### config.mk
export PLATFORM = sky130hd
export DESIGN_NAME = reg_bus_initiator
export DESIGN_NICKNAME = d
export VERILOG_FILES = /design/src/rtl/reg_bus_initiator_pkg.sv /design/src/rtl/reg_bus_initiator_cmd_fifo.sv /design/src/rtl/reg_bus_initiator.sv
export SDC_FILE = /design/constraint.sdc
export NUM_CORES = 1
export LEC_CHECK = 0
export ABC_AREA = 1
export BUFFER_PORTS_ARGS = -buffer_cell sky130_fd_sc_hd__buf_4
export CORE_ASPECT_RATIO = 0.5
export CORE_MARGIN = 2
export CORE_UTILIZATION = 45
export CTS_CLUSTER_DIAMETER = 40
export DETAILED_ROUTE_END_ITERATION = 12
export PLACE_DENSITY = 0.66
export SLEW_MARGIN = 5
export SYNTH_ARGS = -nofsm -noshare
export SYNTH_HDL_FRONTEND = slang
export SYNTH_SLANG_ARGS = --single-unit
### constraint.sdc
create_clock -name CLK -period 3.5 [get_ports CLK]
set_input_delay 0 -clock CLK [delete_from_list [all_inputs] [get_ports CLK]]
set_output_delay 0 -clock CLK [all_outputs]
set_load 0.05 [all_outputs]
### src/rtl/reg_bus_initiator_pkg.sv
// Shared types for the register-bus initiator: op encodings, FSM states, default widths.
package reg_bus_initiator_pkg;

    localparam int DEF_ADDR_W = 3;
    localparam int DEF_DATA_W = 1;

    typedef enum logic {
        OP_WRITE = 1'b0,
        OP_READ  = 1'b1
    } op_e;

    typedef enum logic [1:0] {
        IDLE  = 2'd0,
        ISSUE = 2'd1,
        RESP  = 2'd2
    } state_e;

endpackage

### src/rtl/reg_bus_initiator_cmd_fifo.sv
// Synchronous command FIFO with wrap-bit pointers and full/empty flags.
// Latency: a pushed entry is visible at the head the cycle after the push edge.
// Backpressure: pushes are dropped while full (even on a pop edge); pops are ignored while empty.
module reg_bus_initiator_cmd_fifo #(
    parameter int WIDTH = 5,
    parameter int DEPTH = 4
) (
    input  logic             CLK,
    input  logic             RST_N,
    input  logic             push,
    input  logic [WIDTH-1:0] push_dat,
    input  logic             pop,
    output logic [WIDTH-1:0] head_dat,
    output logic             full,
    output logic             empty
);

    localparam int AW = $clog2(DEPTH);

    logic [WIDTH-1:0] mem [DEPTH];
    logic [AW:0]      wptr;
    logic [AW:0]      rptr;
    logic             do_push;
    logic             do_pop;

    // Same index with differing wrap bits means the writer has lapped the reader.
    assign full    = (wptr[AW] != rptr[AW]) && (wptr[AW-1:0] == rptr[AW-1:0]);
    assign empty   = (wptr == rptr);
    assign do_push = push & ~full;
    assign do_pop  = pop & ~empty;

    always_ff @(posedge CLK or negedge RST_N) begin
        if (!RST_N) begin
            wptr <= '0;
            rptr <= '0;
        end else begin
            if (do_push) wptr <= wptr + 1'b1;
            if (do_pop)  rptr <= rptr + 1'b1;
        end
    end

    always_ff @(posedge CLK) begin
        if (do_push) mem[wptr[AW-1:0]] <= push_dat;
    end

    assign head_dat = mem[rptr[AW-1:0]];

endmodule

### src/rtl/reg_bus_initiator.sv
// Initiator for the en/rdy register-bus target: queues commands, issues them in order, returns one response each.
// Latency: accept edge 0, pop edge 1, en in cycle 2, rsp_valid in cycle 3; one command per 2 cycles sustained.
// Backpressure: cmd_ready drops when the FIFO is full; the FSM holds in RESP while rsp_ready is low.
module reg_bus_initiator
    import reg_bus_initiator_pkg::*;
#(
    parameter int ADDR_W    = DEF_ADDR_W,
    parameter int DATA_W    = DEF_DATA_W,
    parameter int CMD_DEPTH = 4,
    parameter int TIMEOUT   = 255
) (
    input  logic              CLK,
    input  logic              RST_N,
    input  logic              cmd_valid,
    output logic              cmd_ready,
    input  logic              cmd_op,
    input  logic [ADDR_W-1:0] cmd_addr,
    input  logic [DATA_W-1:0] cmd_data,
    output logic              rsp_valid,
    input  logic              rsp_ready,
    output logic              rsp_op,
    output logic [ADDR_W-1:0] rsp_addr,
    output logic [DATA_W-1:0] rsp_data,
    output logic              rsp_timeout,
    output logic [ADDR_W-1:0] write_address,
    output logic [DATA_W-1:0] write_data,
    output logic              write_en,
    input  logic              write_rdy,
    output logic [ADDR_W-1:0] read_address,
    output logic              read_en,
    input  logic [DATA_W-1:0] read_data,
    input  logic              read_rdy,
    output logic              busy
);

    localparam int CMD_W = 1 + ADDR_W + DATA_W;
    localparam int CNT_W = (TIMEOUT < 2) ? 1 : $clog2(TIMEOUT);

    state_e            state;
    op_e               cur_op;
    logic [ADDR_W-1:0] cur_addr;
    logic [DATA_W-1:0] cur_data;
    logic [CNT_W-1:0]  wait_cnt;

    logic              fifo_full;
    logic              fifo_empty;
    logic              fifo_pop;
    logic [CMD_W-1:0]  head;
    op_e               head_op;
    logic [ADDR_W-1:0] head_addr;
    logic [DATA_W-1:0] head_data;
    logic              xfer;
    logic              tmo_hit;

    reg_bus_initiator_cmd_fifo #(
        .WIDTH (CMD_W),
        .DEPTH (CMD_DEPTH)
    ) u_cmd_fifo (
        .CLK      (CLK),
        .RST_N    (RST_N),
        .push     (cmd_valid),
        .push_dat ({cmd_op, cmd_addr, cmd_data}),
        .pop      (fifo_pop),
        .head_dat (head),
        .full     (fifo_full),
        .empty    (fifo_empty)
    );

    assign head_op   = op_e'(head[CMD_W-1]);
    assign head_addr = head[DATA_W +: ADDR_W];
    assign head_data = head[DATA_W-1:0];

    // Gated by reset so every output reads 0 while reset is held.
    assign cmd_ready = ~fifo_full & RST_N;

    assign fifo_pop = ~fifo_empty & ((state == IDLE) | ((state == RESP) & rsp_ready));

    // rdy feeds en combinationally so en can never be high without rdy.
    assign write_en = (state == ISSUE) & (cur_op == OP_WRITE) & write_rdy;
    assign read_en  = (state == ISSUE) & (cur_op == OP_READ)  & read_rdy;
    assign xfer     = write_en | read_en;
    assign tmo_hit  = (TIMEOUT != 0) && (wait_cnt == CNT_W'(TIMEOUT - 1));

    assign write_address = cur_addr;
    assign read_address  = cur_addr;
    assign write_data    = cur_data;
    assign busy          = ~fifo_empty | (state != IDLE);

    always_ff @(posedge CLK or negedge RST_N) begin
        if (!RST_N) begin
            state       <= IDLE;
            cur_op      <= OP_WRITE;
            cur_addr    <= '0;
            cur_data    <= '0;
            wait_cnt    <= '0;
            rsp_valid   <= 1'b0;
            rsp_op      <= 1'b0;
            rsp_addr    <= '0;
            rsp_data    <= '0;
            rsp_timeout <= 1'b0;
        end else begin
            case (state)
                IDLE: begin
                    if (fifo_pop) begin
                        cur_op   <= head_op;
                        cur_addr <= head_addr;
                        cur_data <= head_data;
                        wait_cnt <= '0;
                        state    <= ISSUE;
                    end
                end
                ISSUE: begin
                    if (xfer) begin
                        rsp_valid   <= 1'b1;
                        rsp_op      <= cur_op;
                        rsp_addr    <= cur_addr;
                        rsp_data    <= (cur_op == OP_READ) ? read_data : '0;
                        rsp_timeout <= 1'b0;
                        state       <= RESP;
                    end else if (tmo_hit) begin
                        rsp_valid   <= 1'b1;
                        rsp_op      <= cur_op;
                        rsp_addr    <= cur_addr;
                        rsp_data    <= '0;
                        rsp_timeout <= 1'b1;
                        state       <= RESP;
                    end else begin
                        wait_cnt <= wait_cnt + 1'b1;
                    end
                end
                RESP: begin
                    if (rsp_ready) begin
                        rsp_valid <= 1'b0;
                        if (fifo_pop) begin
                            cur_op   <= head_op;
                            cur_addr <= head_addr;
                            cur_data <= head_data;
                            wait_cnt <= '0;
                            state    <= ISSUE;
                        end else begin
                            state <= IDLE;
                        end
                    end
                end
                default: state <= IDLE;
            endcase
        end
    end

endmodule

-- Yosys cells after proc, flatten, opt, wreduce, memory -nomap -nowiden
Memories as Yosys holds them, arrays and structs flattened.
Index checks and enable logic that the tools add are counted.
- add/subtract/negate cells: 3
- equal/unequal tests: 11
- multiplexer cells: 34
- bitwise operators: 15
- reductions and logical operators: 12
- operators by type and width (operator ; number):
    $mux W8 ; 4
    $pmux W8 S3 ; 1
    $mux W1 ; 16
    $mux W3 ; 4
    $and A1 B1 Y1 ; 9
    $add A8 B1 Y8 const B ; 1
    $eq A8 B8 Y1 const B ; 1
    $mux W2 ; 4
    $reduce_bool A2 Y1 ; 4
    $add A3 B1 Y3 const B ; 2
    $ne A2 B2 Y1 const B ; 3
    $pmux W1 S2 ; 3
    $pmux W2 S3 ; 1
    $pmux W3 S2 ; 1
    $reduce_and A3 Y1 ; 2
    $reduce_and A2 Y1 ; 2
    $reduce_and A4 Y1 ; 1
    $eq A3 B3 Y1 ; 1
    $ne A3 B3 Y1 const B ; 1
    $not A1 Y1 ; 3
    $or A1 B1 Y1 ; 3
    $reduce_bool A3 Y1 ; 1
    $eq A2 B1 Y1 const B ; 1
    $eq A2 B2 Y1 ; 1
    other kinds (5) ; 5
- register bits: 28
- RAM bits: 20
- output and inout port bits: 18
- logic and storage cells: 88
- memories kept: 1
- memory list (name ; words ; bits a word ; rd ports ; clocked after memory_dff ; wr ports ; line ; source):
    u_cmd_fifo.mem ; 4 ; 5 ; 1 ; 0 ; 1 ; reg_bus_initiator_cmd_fifo.sv:20 ; logic [WIDTH-1:0] mem [DEPTH];

-- Longest topological paths before layout
Gate-level depths: netlist of the first run.
- word-level depth: 7
- depth in mapped cells: 9

-- Hierarchy
A second synthesis of the first run with hierarchy kept.
- cell total of the unflattened synthesis: 264
- area, all modules: 2382.3 µm²
- by module, submodules not included (module ; instances ; cells each ; area each (µm²) ; seq. area each (µm²)):
    reg_bus_initiator ; 1 ; 155 ; 1191.1 ; 550.5
    reg_bus_initiator_cmd_fifo ; 1 ; 109 ; 1191.1 ; 750.7

-- Least setup slack after synthesis of the first run
No wires, ideal clock.
- kind: flip-flop to flip-flop
- start: register state[1]
- end: register rsp_addr[0]
- library setup time: 0.119 ns
- arrival: 1.739 ns
- data required time: 3.381 ns
- slack: 1.641 ns
- stages on the path, launching flop included: 9
- path buffers: 0
- path through: dfrtp_1 > inv_2 > nand2_2 > nor2_1 > nor2_2 > nand2_2 > inv_2 > nand2_1 > nand2_1
- longest elaborated chain between the ends: 6
- elaborated cells on any way between the ends: 9
- those cells by class: 1 x eq/ne; 1 x mux; 5 x bitwise; 2 x reduce/logical
- ends and longest elaborated chain (what ; line ; source):
    from (decl) ; reg_bus_initiator.sv:39 ; state_e state;
    from (signal assigned) ; reg_bus_initiator.sv:91 ; state <= IDLE;
    from (signal assigned) ; reg_bus_initiator.sv:109 ; state <= ISSUE;
    from (signal assigned) ; reg_bus_initiator.sv:119 ; state <= RESP;
    $eq A2 B1 Y1 (*) ; reg_bus_initiator.sv:80 ; assign read_en = (state == ISSUE) & (cur_op == OP_READ) & read_rdy;
    $and A1 B1 Y1 (*) (2 in series) ; reg_bus_initiator.sv:80 ;
    named net read_en ; reg_bus_initiator.sv:30 ; output logic read_en,
    $or A1 B1 Y1 (*) ; reg_bus_initiator.sv:81 ; assign xfer = write_en | read_en;
    $reduce_bool A2 Y1 (no source line) ; n/a ;
    $reduce_and A2 Y1 (no source line) ; n/a ;
    to (signal assigned) ; reg_bus_initiator.sv:116 ; rsp_addr <= cur_addr;
    to (signal assigned) ; reg_bus_initiator.sv:123 ; rsp_addr <= cur_addr;
    to (decl) ; reg_bus_initiator.sv:22 ; output logic [ADDR_W-1:0] rsp_addr,
The timed path passes the listed nets; every way through them passes the cells marked *.
A chain may end at the register's enable or synchronous reset.

-- Worst setup path in the final report of the first run
- start: register u_cmd_fifo.rptr[0]
- end: memory u_cmd_fifo.mem[0][3], enable pin
- longest elaborated chain between the ends: 6
- ends and longest elaborated chain (what ; line ; source):
    from (decl) ; reg_bus_initiator_cmd_fifo.sv:22 ; logic [AW:0] rptr;
    from (signal assigned) ; reg_bus_initiator_cmd_fifo.sv:38 ; if (do_pop) rptr <= rptr + 1'b1;
    $eq A2 B2 Y1 ; reg_bus_initiator_cmd_fifo.sv:27 ; assign full = (wptr[AW] != rptr[AW]) && (wptr[AW-1:0] == rptr[AW-1:0]);
    $logic_and A1 B1 Y1 ; reg_bus_initiator_cmd_fifo.sv:27 ;
    $not A1 Y1 ; reg_bus_initiator_cmd_fifo.sv:29 ; assign do_push = push & ~full;
    $and A1 B1 Y1 ; reg_bus_initiator_cmd_fifo.sv:29 ;
    $mux W1 ; reg_bus_initiator_cmd_fifo.sv:43 ; if (do_push) mem[wptr[AW-1:0]] <= push_dat;
    $mux W1 (not written as such) ; reg_bus_initiator_cmd_fifo.sv:43 ;
    to (decl) ; reg_bus_initiator_cmd_fifo.sv:20 ;
No other way between the ends.

==> out/results.txt, run 1 <==
Slew Limit Fails - 0
Routed WL - 4570 microns
Slowest Stage Delay on Critical Path - 0.56 ns
die area - 5670 sq um
post-synthesis sequential area ratio - 0.573
Die H - 54.2 microns
# DRC - 0
commonest cells in the netlist - nand2_1 (80), dfrtp_1 (28), nor2_1 (21), edfxtp_1 (20), nand3_1 (16)
num ports - 30
Synth Cell Area - 2270 sq um
hpwl dp - 3250 microns
total power density per cell area - 908 nW/um^2
cells after synthesis - 245
Site Rows - 18
vias in the first global route - 1531
Synth Warn # - 0
non-filler cells, final - 354
cell mode on critical path - nand2_1
post-route ant nets - 0
Distinct cells, synth - 28
Port Buf Inserts - 29
kind of end point of the critical path - register
Crit path buffers/inverters - 1
CP Cell Sequence - inv_2 -> nand2_1 -> nand2_1 -> nand4_1 -> nand2_1 -> nor2_1
IR drop worst, VDD - 0.403 mV
Leak - 0.00129 uW
vias per cell - 4.87
flops & latches, synth - 48
Fin Setup TNS - 0 ns
Fin. Hold Viols - 0
Top FF cell, synth - dfrtp_1
Clock Latency Late Sink - 0.30 ns
gr usage total - 0.172
global-route wire length before repair - 7310 microns
CP top delay family - simple AND/OR/NAND/NOR gates
WL per Instance - 12.9 microns
CP Class - register to register
Starting Density - 0.465
CTS max path bufs - 2
Critical Path RT - 3.46 ns
clock-pin slew of the registers on the worst-case setup and hold paths - 0.09 ns
largest net degree at the start of global routing - 30
share of the synthesized area in the top cell type - 0.309
Placer Congestion - 0.854
root buffer cell - clkbuf_8
CTS tree - done
most common cell in the synthesized netlist - nand2_1
TritonCTS sink count - 48
crit start category - register
post-cts repair resize count - 0
slew of the pin with the lowest slew margin - 0.419 ns
fill count - 434
share of layout cells above drive strength 1 - 0.190
n_diodes - 0
grt total ovfl - 0
multi-input combinational cell area - 835 sq um
Final Setup Violations - 0
nets - 302
f_max - 502 MHz
RSZ-0062 raised after global routing - false
top cell type by total area after synthesis - dfrtp_1
Clock Skews - 0.00801 ns
largest fanout on the critical path - 13
fin crit period - 1.99 ns
Layout area overhead - 19.8%
Core ar. - 4890 sq um
cts bufs inserted - 5
initial antenna violation count - 0
ys async rst share - 0.583
Post-synth EDFFs - 20
Max Cap Viol - 0
Critical Path Slowest Stage Cell - dfrtp_1
relative slew slack - 0.720
H-tree depth - 2
CP arrival - 1.95 ns
post-route cell area - 2720 sq um
Starting DRT DRC Count - 59
via count - 1725
first-pass detailed-route iteration total - 4
status - completed
die width - 104 microns
period utilization - 0.569
FF+latch area - 1300 sq um
Hold Crit Class - primary input to register
syn avg cell area - 9.27 sq um
synth top area cells - dfrtp_1 (31%), edfxtp_1 (26%), nand2_1 (13%), ha_1 (3.9%), nand3_1 (3.5%)
cell area after placement - 2520 sq um
Inst Count DP - 337
Mapped Nets - 264
[layer usage]
metal / track usage / up-vias / wire length, microns
li1: - / 873 / -
met4: 0.0405 / 0 / 32
met1: 0.222 / 813 / 2240
met5: 0 / - / 0
met3: 0.0476 / 5 / 189
met2: 0.298 / 34 / 2110
[registers in the layout, indices dropped and copies added, names as in the netlist]
name,cells
u_cmd_fifo.mem,20
wait_cnt,8
read_address,3
rsp_addr,3
u_cmd_fifo.rptr,3
u_cmd_fifo.wptr,3
state,2
cur_op,1
rsp_data,1
rsp_op,1
rsp_timeout,1
rsp_valid,1
write_data,1
[logic make-up after synthesis]
family          share of synthesized area
fa+ha+maj                          0.0386
buf+inv                            0.0595
simple gates                        0.255
compound gates                     0.0545
xor+xnor                           0.0193
flops                               0.573
[path summary, 6_finish.rpt]
kind,from,end,slack (ns),cells past startpoint
worst max register to register,u_cmd_fifo.rptr[0],u_cmd_fifo.mem[0][3],1.51,6
min in group asynchronous,RST_N,rsp_addr[0],0.17,2
worst min-delay path,read_rdy,rsp_data,0.12,5
max in group asynchronous,RST_N,write_data,3.05,2
worst min register to register,rsp_timeout,rsp_timeout,0.48,2
worst max-delay path,u_cmd_fifo.rptr[0],u_cmd_fifo.mem[0][3],1.51,6
[layout make-up]
type | instances | share of cell area
Tap cell | 70 | 0.0322
Clock inverter | 2 | 0.0129
Inverter | 22 | 0.0303
Sequential cell | 48 | 0.478
Clock buffer | 6 | 0.0267
Timing Repair Buffer | 38 | 0.113
Multi-Input combinational cell | 168 | 0.307
[what timing repair did]
| item | CTS | global route |
|---|---|---|
| setup buffers | 0 | 0 |
| endpoints found under the setup margin | 0 | 0 |
| hold buffers | 9 | 0 |
| hold endpoints to repair | 54 | 0 |
[power breakdown]
group | switching [uW] | internal, uW | leakage, uW | total (uW)
Clock | 184 | 212 | 0.0000552 | 396
Combinational | 809 | 345 | 0.000691 | 1150
Sequential | 157 | 764 | 0.000540 | 921
Total | 1150 | 1320 | 0.00129 | 2470
[tightest hold or removal path, delay by kind of cell]
family	cells	cell delay (ns)
simple gates	4	0.27
buf+inv	1	0.11
[metrics by stage]
stage / utilization / power, uW / setup WS (ns) / hold slack, ns
floorplan: - / 1800 / 1.64 / -0.296
global placement: 0.516 / 2060 / 1.67 / -0.0575
detailed placement: 0.516 / 2080 / 1.52 / -0.0513
CTS: 0.557 / 2490 / 1.50 / 0.102
global route: 0.557 / 2640 / 1.29 / 0.125
finish: 0.557 / 2470 / 1.51 / 0.115
[placed cells by master, fill, tap and decap left out]
master         synthesis  routed
nand4_1                3       3
o21ai_1                1       1
nor2_2                 2       2
o21bai_1               2       2
edfxtp_1              20      20
nor2_1                21      21
xnor2_1                1       1
nor2_4                 1       1
nor3_1                 1       1
a21oi_1                1       1
nand3_1               16      16
inv_2                  8       8
clkbuf_8               0       5
inv_1                 13      13
dfrtp_1               28      28
buf_4                  3      29
nand2_1               80      80
nand3b_1               2       2
clkbuf_1               2       1
dlygate4sd3_1          0       9
bufinv_16              0       1
o31ai_1                1       1
o21ai_0               12      12
clkinv_1               1       1
clkinv_2               0       1
o22ai_1                5       5
ha_1                   7       7
or2_1                  1       1
xor2_1                 4       4
nand3_2                2       2
nand2_2                5       5
No activity file was read; power rests on OpenSTA's default activity.
==> run 2: changes to the inputs <==
==> constraint.sdc (replaced) <==
create_clock -name CLK -period 2.1 [get_ports CLK]
set_input_delay 0 -clock CLK [delete_from_list [all_inputs] [get_ports CLK]]
set_output_delay 0 -clock CLK [all_outputs]
set_load 0.05 [all_outputs]
==> run 2 against run 1 <==
Non-clock buffer count up 2. Hold slack worse by 0.0071 ns. Critical path depth unchanged. First-iteration DRC count up 3.4%. Combinational power up 70%. Largest cell class unchanged.
==> out/results.txt, run 2 (synthesis results as in run 1) <==
status - completed
met2 routed WL - 2100 microns
CTS Hold Bufs - 9
IR drop worst, VDD - 0.505 mV
largest fanout on the critical path - 13
Site Rows - 18
# DRC - 0
Crit path buffers/inverters - 1
kind of end point of the critical path - register
nets - 304
CP top delay family - simple AND/OR/NAND/NOR gates
H-tree depth - 2
slew of the pin with the lowest slew margin - 0.408 ns
Critical Path RT - 2.06 ns
fin crit period - 1.85 ns
first-pass detailed-route iteration total - 4
relative slew slack - 0.727
total power density per cell area - 1480 nW/um^2
period utilization - 0.881
multi-input combinational cell area - 835 sq um
Die H - 54.2 microns
Final Setup Violations - 0
worst hold slack - 0.108 ns
root buffer cell - clkbuf_8
n_diodes - 0
Port Buf Inserts - 29
highest metal used - met4
WL per Instance - 12.7 microns
Clock Skews - 0.00897 ns
Starting DRT DRC Count - 61
CP Class - register to register
Core ar. - 4890 sq um
most frequent cells in the layout - nand2_1 (80), buf_4 (31), dfrtp_1 (28), nor2_1 (21), edfxtp_1 (20)
cell mode on critical path - nand2_1
num ports - 30
via count - 1712
share of layout cells above drive strength 1 - 0.196
cts bufs inserted - 5
hpwl dp - 3290 microns
CTS max path bufs - 2
CP arrival - 1.81 ns
Slew Limit Fails - 0
max FFs per register - 20
Routed WL - 4510 microns
Final Power - 4020 uW
gr usage total - 0.174
vias per cell - 4.81
global-route wire length before repair - 7470 microns
Hold Crit Class - primary input to register
CP Cell Sequence - inv_2 -> nand2_1 -> nand2_1 -> nand4_1 -> nand2_1 -> nor2_1
fill count - 447
Leak - 0.00128 uW
initial antenna violation count - 0
FF+latch area - 1300 sq um
RSZ-0062 raised after global routing - false
commonest non-fill, non-tap cell in the layout - nand2_1
Slowest Stage Delay on Critical Path - 0.57 ns
clock-pin slew of the registers on the worst-case setup and hold paths - 0.09 ns
f_max - 540 MHz
Max Cap Viol - 0
die area - 5670 sq um
Fin. Hold Viols - 0
vias in the first global route - 1608
WL met1 - 2210 microns
CTS tree - done
crit start category - register
Placer Congestion - 0.848
Fin Setup TNS - 0 ns
Layout area overhead - 19.6%
Clock Latency Late Sink - 0.30 ns
grt total ovfl - 0
post-route ant nets - 0
die width - 104 microns
post-cts repair resize count - 0
TritonCTS sink count - 48
Starting Density - 0.465
largest net degree at the start of global routing - 30
Setup Fix Bufs, Post-CTS - 0
DR WL met3 - 159 microns
Critical Path Slowest Stage Cell - dfrtp_1
run 2: cell types whose count changed in the layout (fill, tap and decap cells not counted):
| cell | before | now |
|---|---|---|
| buf_4 | 29 | 31 |
| clkinvlp_4 | 0 | 2 |
| bufinv_16 | 1 | 0 |
| clkbuf_1 | 1 | 0 |
| clkinv_1 | 1 | 2 |
| clkinv_2 | 1 | 0 |
run 2: power breakdown:
part           switching (uW)  internal [uW]
registers                 250           1270
clock network             314            230
logic                    1340            606
run 2: through the flow:
| step | std cells | utilization | area (sq um) | setup slack (ns) |
|---|---|---|---|---|
| finish | 356 | 0.556 | 2720 | 0.250 |
| global route | 356 | 0.556 | 2720 | 0.0460 |
| CTS | 356 | 0.556 | 2720 | 0.205 |
| detailed placement | 339 | 0.519 | 2540 | 0.237 |
| global placement | 339 | 0.519 | 2540 | 0.336 |
| floorplan | 245 | - | 2270 | 0.241 |
run 2: cell type report:
type                    instances  area share
clock buffers                   5      0.0253
clock inverters                 3     0.00691
inverters                      22      0.0304
multi-input cells             168       0.307
flip-flops and latches         48       0.479
well taps                      70      0.0322
repair buffers                 40       0.119
run 2: layer usage:
metal  track usage  vias up
met3        0.0440        6
met4        0.0473        0
met1         0.230      805
met5             0        -
met2         0.295       33
li1              -      868
run 2: final timing paths:
kind	startpoint	depth (start not counted)	to	slack, ns
worst min-delay path	read_rdy	5	rsp_data	0.11
worst min register to register	rsp_data	2	rsp_data	0.48
min in group asynchronous	RST_N	2	u_cmd_fifo.rptr[2]	0.14
worst max register to register	u_cmd_fifo.rptr[0]	6	u_cmd_fifo.mem[1][0]	0.25
worst max-delay path	u_cmd_fifo.rptr[0]	6	u_cmd_fifo.mem[1][0]	0.25
max in group asynchronous	RST_N	2	u_cmd_fifo.rptr[0]	1.70
run 2: worst reg2reg max path: cells and delay by family, from the launching register on:
family,cells,cell delay [ns]
buf+inv,1,0.07
simple gates,5,0.87
flops,1,0.57
==> run 3: changes to the inputs <==
==> constraint.sdc (replaced) <==
create_clock -name CLK -period 2.1 [get_ports CLK]
set_input_delay 0.21 -clock CLK [delete_from_list [all_inputs] [get_ports CLK]]
set_output_delay 0.21 -clock CLK [all_outputs]
set_load 0.05 [all_outputs]
==> run 3 against run 2 <==
Clock skew is essentially flat. Global-route usage decreased by 0.25 points. Sequential share of layout area rose by 1.5 points. Via count fell by 2.2%. First-iteration DRC count rose by 23%. Cell count shrank 2.2%. Register-to-register slack about the same.
==> out/results.txt, run 3 (synthesis results as in run 1) <==
worst reg-to-reg setup slack - 0.25 ns
Seq pwr share - 0.381
Clk pwr share - 0.136
Site Rows - 18
CP Cell Sequence - inv_2 -> nand2_1 -> nand2_1 -> nand4_1 -> nand2_1 -> nor2_1
Critical Path RT - 2.06 ns
final worst slack - 0.245 ns
TritonCTS sink count - 48
RSZ-0062 raised after global routing - false
largest net degree at the start of global routing - 30
status - completed
Comb power frac - 0.483
grt total ovfl - 0
num ports - 30
H-tree depth - 2
relative slew slack - 0.728
die width - 104 microns
Starting DRT DRC Count - 75
hold path depth - 2
Fin. Hold Viols - 0
IR drop worst, VDD - 0.508 mV
post-route ant nets - 0
switch share - 0.475
total power density per cell area - 1520 nW/um^2
WL per Instance - 12.7 microns
clock-pin slew of the registers on the worst-case setup and hold paths - 0.09 ns
largest fanout on the critical path - 13
Fin Setup TNS - 0 ns
Max Cap Viol - 0
die area - 5670 sq um
f_max - 539 MHz
# DRC - 0
Core ar. - 4890 sq um
cts bufs inserted - 5
FF-to-FF End - u_cmd_fifo.mem[1][0]
Port Buf Inserts - 29
worst hold slack - 0.0806 ns
Hold Crit Class - primary input to register
Internal Dissipation - 2100 uW
FF-to-FF path depth - 6
share of layout cells above drive strength 1 - 0.201
via count - 1675
kind of end point of the critical path - register
Net Switching - 1900 uW
Starting Density - 0.465
max FFs per register - 20
Hold EP - state[1]
Clock Latency Late Sink - 0.30 ns
vias in the first global route - 1581
vias per cell - 4.81
r2r startpoint - u_cmd_fifo.rptr[0]
commonest non-fill, non-tap cell in the layout - nand2_1
gr usage total - 0.171
instance count on the critical path - 6
Layout area overhead - 16.1%
Slew Limit Fails - 0
Critical Path Slowest Stage Cell - dfrtp_1
Hold Path Origin - rsp_ready
post-cts repair resize count - 0
Crit path buffers/inverters - 1
fin crit period - 1.85 ns
Final Setup Violations - 0
Leak - 0.00124 uW
initial antenna violation count - 0
nets - 296
hpwl dp - 3290 microns
crit start category - register
Clock Skews - 0.00890 ns
period utilization - 0.883
CP arrival - 1.82 ns
slew of the pin with the lowest slew margin - 0.406 ns
Placer Congestion - 0.848
cell mode on critical path - nand2_1
Slowest Stage Delay on Critical Path - 0.57 ns
CTS tree - done
CP Class - register to register
CP top delay family - simple AND/OR/NAND/NOR gates
Die H - 54.2 microns
most frequent cells in the layout - nand2_1 (80), buf_4 (31), dfrtp_1 (28), nor2_1 (21), edfxtp_1 (20)
first-pass detailed-route iteration total - 4
root buffer cell - clkbuf_8
CTS max path bufs - 2
Setup WS pre-CTS - 0.237 ns
n_diodes - 0
global-route wire length before repair - 7380 microns
Routed WL - 4420 microns
Critical Path Source - u_cmd_fifo.rptr[0]
run 3: how the worst max path moves through the flow:
stage,to
finish,u_cmd_fifo.mem[1][0]
global route,u_cmd_fifo.mem[2][2]
CTS,u_cmd_fifo.mem[2][2]
detailed placement,u_cmd_fifo.mem[2][0]
global placement,u_cmd_fifo.mem[2][0]
floorplan,rsp_addr[0]
run 3: routing by layer:
metal | vias to the layer above | track usage | share of wire
li1 | 852 | - | -
met4 | 0 | 0.0473 | 0.010
met2 | 24 | 0.286 | 0.46
met5 | - | 0 | 0
met3 | 4 | 0.0452 | 0.036
met1 | 795 | 0.228 | 0.49
run 3: power groups by stage:
stage	sequential, uW	clock [uW]	combinational, uW
CTS	1520	558	1960
global route	1570	596	2150
floorplan	1790	0	1210
global placement	1540	0	1940
detailed placement	1540	0	1950
finish	1520	543	1930
run 3: per-stage QoR:
stage               cells  area (sq um)  total power, uW   util
detailed placement    339          2540             3500  0.519
CTS                   348          2640             4040  0.539
finish                348          2640             4000  0.539
global placement      339          2540             3470  0.519
global route          348          2640             4320  0.539
floorplan             245          2270             3000      -
run 3: cell type report:
cell class                      instances  area, sq um
Fill cell                             454         2250
Clock buffer                            5         68.8
Multi-Input combinational cell        168          835
Sequential cell                        48         1300
Timing Repair Buffer                   32          243
Inverter                               22         82.6
Tap cell                               70         87.6
Clock inverter                          3         18.8
run 3: what timing repair did:
item,in CTS,in global routing
setup buffers,0,0
endpoints found under the hold margin,28,0
hold buffers,1,0
